===== src/rtl/param_cache_controller.sv =====
// Cache controller between the MEM stage and main memory.
// Keeps only tag/valid/dirty/LRU state and drives the data-array strobes
// and the memory handshake. Direct-mapped or 2-way, write-through or write-back.
module param_cache_controller #(
  parameter int INDEX_W    = 5,
  parameter int TAG_W      = 3,
  parameter int ASSOC      = 1,
  parameter int WRITE_BACK = 0
) (
  input  logic               clk,
  input  logic               reset,
  input  logic               MemRead,
  input  logic               MemWrite,
  input  logic [INDEX_W-1:0] index,
  input  logic [TAG_W-1:0]   tag,
  output logic               stall,
  output logic               fill,
  output logic               update,
  output logic               way,
  output logic               hit,
  output logic               MsRead,
  output logic               MsWrite,
  output logic [TAG_W-1:0]   wb_tag,
  input  logic               MsReady
);
  localparam int SETS = 1 << INDEX_W;

  typedef enum logic [1:0] {IDLE, WB, RD_MISS, WR_MEM} state_t;
  state_t state;

  // Storage is always sized for two ways; way1 is never looked up or
  // written when ASSOC=1.
  logic [1:0][SETS-1:0]            valid, dirty;
  logic [1:0][SETS-1:0][TAG_W-1:0] tag_arr;
  logic [SETS-1:0]                 lru;      // way to replace next
  logic                            vway;     // victim way, held through the miss
  logic [TAG_W-1:0]                vtag;     // victim tag, held through the miss

  logic [1:0] match;
  logic       req, lk_hit, lk_way, vict, vict_wb;

  // per-way tag compare, ways beyond ASSOC never match
  for (genvar w = 0; w < 2; w++) begin : g_way
    if (w < ASSOC) begin : g_on
      assign match[w] = valid[w][index] && (tag_arr[w][index] == tag);
    end else begin : g_off
      assign match[w] = 1'b0;
    end
  end

  // request decode, hit way and victim choice (invalid way first, else LRU)
  always_comb begin
    req    = MemRead | MemWrite;
    lk_hit = |match;
    lk_way = ~match[0];
    vict   = 1'b0;
    if (ASSOC == 2) begin
      if (!valid[0][index])      vict = 1'b0;
      else if (!valid[1][index]) vict = 1'b1;
      else                       vict = lru[index];
    end
    vict_wb = (WRITE_BACK != 0) && valid[vict][index] && dirty[vict][index];
  end

  // output decode from state and lookup; everything held low during reset
  always_comb begin
    stall   = 1'b0;
    fill    = 1'b0;
    update  = 1'b0;
    way     = 1'b0;
    hit     = 1'b0;
    MsRead  = 1'b0;
    MsWrite = 1'b0;
    wb_tag  = '0;
    if (!reset) begin
      unique case (state)
        IDLE: begin
          if (req) begin
            if (lk_hit) begin
              hit = 1'b1;
              way = lk_way;
              if (!MemRead) begin
                update = 1'b1;
                stall  = (WRITE_BACK == 0);
              end
            end else begin
              stall = 1'b1;
            end
          end
        end
        WB: begin
          MsWrite = 1'b1;
          stall   = 1'b1;
          wb_tag  = vtag;
        end
        RD_MISS: begin
          MsRead = 1'b1;
          stall  = 1'b1;
          if (MsReady) begin
            fill = 1'b1;
            way  = vway;
          end
        end
        WR_MEM: begin
          MsWrite = 1'b1;
          stall   = ~MsReady;
        end
        default: ;
      endcase
    end
  end

  // state transitions and tag/valid/dirty/LRU maintenance
  always_ff @(posedge clk) begin
    if (reset) begin
      state <= IDLE;
      valid <= '0;
      dirty <= '0;
      lru   <= '0;
      vway  <= 1'b0;
      vtag  <= '0;
    end else begin
      unique case (state)
        IDLE: begin
          if (req) begin
            if (lk_hit) begin
              lru[index] <= ~lk_way;
              if (!MemRead) begin
                if (WRITE_BACK != 0) dirty[lk_way][index] <= 1'b1;
                else                 state <= WR_MEM;
              end
            end else if (MemRead || (WRITE_BACK != 0)) begin
              // write-allocate misses take the read-miss path, then retry
              vway  <= vict;
              vtag  <= tag_arr[vict][index];
              state <= vict_wb ? WB : RD_MISS;
            end else begin
              state <= WR_MEM;
            end
          end
        end
        WB: begin
          if (MsReady) begin
            dirty[vway][index] <= 1'b0;
            state              <= RD_MISS;
          end
        end
        RD_MISS: begin
          if (MsReady) begin
            tag_arr[vway][index] <= tag;
            valid[vway][index]   <= 1'b1;
            dirty[vway][index]   <= 1'b0;
            lru[index]           <= ~vway;
            state                <= IDLE;
          end
        end
        WR_MEM: begin
          if (MsReady) state <= IDLE;
        end
        default: state <= IDLE;
      endcase
    end
  end
endmodule


===== config.mk =====
export PLATFORM = sky130hd
export DESIGN_NAME = param_cache_controller
export DESIGN_NICKNAME = d
export VERILOG_FILES = /design/src/rtl/param_cache_controller.sv
export SDC_FILE = /design/constraint.sdc
export NUM_CORES = 1
export LEC_CHECK = 0
export CORE_MARGIN = 3
export CORE_UTILIZATION = 60
export CTS_CLUSTER_SIZE = 12
export DETAILED_ROUTE_END_ITERATION = 12
export GPL_TIMING_DRIVEN = 0
export MAX_ROUTING_LAYER = met4
export PLACE_DENSITY = 0.76
export REMOVE_ABC_BUFFERS = 1
export SYNTH_ARGS = -nofsm -noshare
export SYNTH_HDL_FRONTEND = slang
export SYNTH_SLANG_ARGS = --single-unit

===== constraint.sdc =====
create_clock -name clk -period 3.8 [get_ports clk]
set_input_delay 0.76 -clock clk [delete_from_list [all_inputs] [get_ports clk]]
set_output_delay 0.76 -clock clk [all_outputs]
set_load 0.005 [all_outputs]

==> run summary <==
status -> complete, but fails checks
failing checks -> setup timing
YS warnings -> 0
largest net degree at the start of global routing -> 46
Die ar. -> 10900 um^2
Bufs on Longest Clock Path -> 2
GRT overflow -> 0
CTS tree -> built
share of layout cells above drive strength 1 -> 22.3%
Comb power frac -> 9.3%
Worst EP arrival -> 3250 ps
Synth cell types -> 55
Max VDD drop -> 0.337 mV
Mapped Cells -> 457
switching power -> 0.000880 W
final count of pins violating max slew -> 0
Max-slew headroom -> 19.3%
Skew-Pair Late Insertion Delay -> 520 ps
Top FF cell, synth -> edfxtp_1
# diodes -> 0
Max Cap Viol -> 0
final core occ -> 76.6%
num rows -> 35
nets@finish -> 515
CTS Buf Count -> 17
pre-CTS setup slack -> -1750 ps
Final min period -> 4010 ps
Flop pwr share -> 45.7%
setup ws final -> -207 ps
fin crit share -> 105%
Leak -> 2.49 nW
gr usage total -> 26.3%
kind of critical path -> in -> out
first-pass GRT wire length -> 21000 um
Final Hold Viols -> 0
pwr dens -> 481 nW/um^2
Worst EP required -> 3040 ps
clock power share -> 45.0%
largest area contributor in the netlist -> edfxtp_1
Hold Crit Class -> reg -> reg
CTS H-tree depth -> 4
Post-synth top cells -> edfxtp_1 (96), mux2i_1 (54), nor2_1 (47), o22ai_1 (45)
P&R area growth vs syn -> 22.9%
endpoints failing setup -> 3
Core Footprint -> 9330 um^2
Detail Route Antenna Nets -> 0
DP HPWL -> 7170 um
initial antenna violation count -> 0
port bufs -> 21
Post-synth EDFFs -> 96
area fraction of the dominant cell type after synthesis -> 49.5%
FILL cells -> 557
Final Skew -> 10.0 ps
Least-Margin Pin Slew -> 1210 ps
asr flop ratio synth -> 0%
vias per inst -> 6.13
internal cell power -> 0.00256 W
clock slew at the register clock pins of the worst setup and hold paths -> 60 ps
Post-Syn Area -> 5820 um^2
Vias -> 3920
final RePlAce weighted congestion -> 0.856
syn avg cell area -> 12.7 um^2
die width -> 104 um
setup TNS -> -549 ps
switching portion of total power -> 25.6%
drt pass-1 iters -> 5
Initial DRC Count -> 314
Total Wirelength -> 13200 um
CP max FO -> 7
Synth Register Bits -> 133
I/O pin count -> 23
clock root buffer master -> clkbuf_8
top-count cell post-synth -> edfxtp_1
hold_buf cts -> 0
Seq/Total Area, Yosys -> 62.3%
RSZ-0062 raised after global routing -> yes
detailed-route DRC error count -> 0
DR WL/cell -> 20.7 um
initial core utilization -> 62.4%
clock sinks -> 133
largest cells by area after synthesis -> edfxtp_1 (50%), dfxtp_1 (13%), mux2i_1 (9.3%)
Highest Clock Rate -> 250 MHz
number of global-route vias before repair -> 3926
critical path startpoint category -> primary input
Crit. End Element -> output port
PnR Total Power -> 0.00344 W
Die Span Y -> 104 um
-- state kept, by name, summed over array words and instances, names as in the netlist --
signal,cells
vtag,3
state,2
valid,32
tag_arr,96
-- cell type report --
class                      instances  area, um^2  share of cell area [%]
multi-input combinational        254        2080                    29.2
clock buffer                      17         414                    5.79
tap                              129         161                    2.26
timing repair buffer              55         572                    8.00
inverter                          37         139                    1.94
clock inverter                    15         155                    2.17
sequential                       133        3620                    50.7
-- critical path, stage by stage --
cell and delay [ps]:
buf_16 120, buf_16 140, buf_12 120, buf_12 110, mux2i_4 240, o22ai_4 100
nor4_4 270, o221ai_2 180, xor2_2 190, or4_4 570, buf_6 140, nor4_4 140
buf_2 160
-- repair_timing --
action | CTS | global route
endpoints found under the setup margin | 8 | 3
pin swaps | 12 | 5
cloned | 2 | 0
resized for setup | 78 | 10
setup buffers | 26 | 5
-- placed cells by master, fill, tap and decap left out, drive strengths merged, types with 5 or more instances in the layout --
master	n
edfxtp	96
mux2i	54
inv	49
nor2	47
o22ai	45
buf	43
dfxtp	37
clkbuf	17
nand2b	12
clkdlybuf4s50	9
and2	7
mux4	6
o21ai	6
nand3b	5
nand3	5
-- power groups by stage --
| stage | Sequential [W] | Clock [W] | Combinational, W |
|---|---|---|---|
| 6_report | 0.00157 | 0.00155 | 0.000319 |
| 5_1_grt | 0.00157 | 0.00163 | 0.000344 |
| 4_1_cts | 0.00157 | 0.00156 | 0.000298 |
| 3_5_place_dp | 0.00160 | 0 | 0.000237 |
| 3_3_place_gp | 0.00160 | 0 | 0.000238 |
| 2_1_floorplan | 0.00160 | 0 | 0.000128 |
-- metrics by stage --
step,instances,hold slack (ps),area (um^2)
final,640,472,7150
after detailed placement,575,463,6060
after global placement,574,457,6030
after global routing,640,491,7150
after CTS,635,469,7060
after floorplan,424,445,5660
-- kinds of logic after synthesis --
| logic type | count (synthesis) | share of synthesized area (%) |
|---|---|---|
| flops | 133 | 62.3 |
| simple gates | 107 | 10.0 |
| compound gates | 77 | 9.25 |
| buf+inv | 70 | 5.07 |
| mux | 62 | 12.0 |
| fa+ha+maj | 4 | 0.860 |
| xor+xnor | 3 | 0.452 |
| other cells | 1 | 0.0644 |
-- routing by layer --
metal  GRT usage (%)  share of wire [%]
met1            31.9                 41
met4            9.31                1.8
met5               -                  0
met3            6.77                5.9
met2            42.9                 51
-- path summary, 6_finish.rpt --
path / start / to / slack, ps / depth (start not counted)
setup / recovery: index[1] / update / -210 / 13
hold / removal: valid[5] / valid[5] / 470 / 2
setup reg to reg: tag_arr[20] / vtag[2] / 1060 / 8
hold reg to reg: valid[5] / valid[5] / 470 / 2
Power figures use the tool's default switching activity.
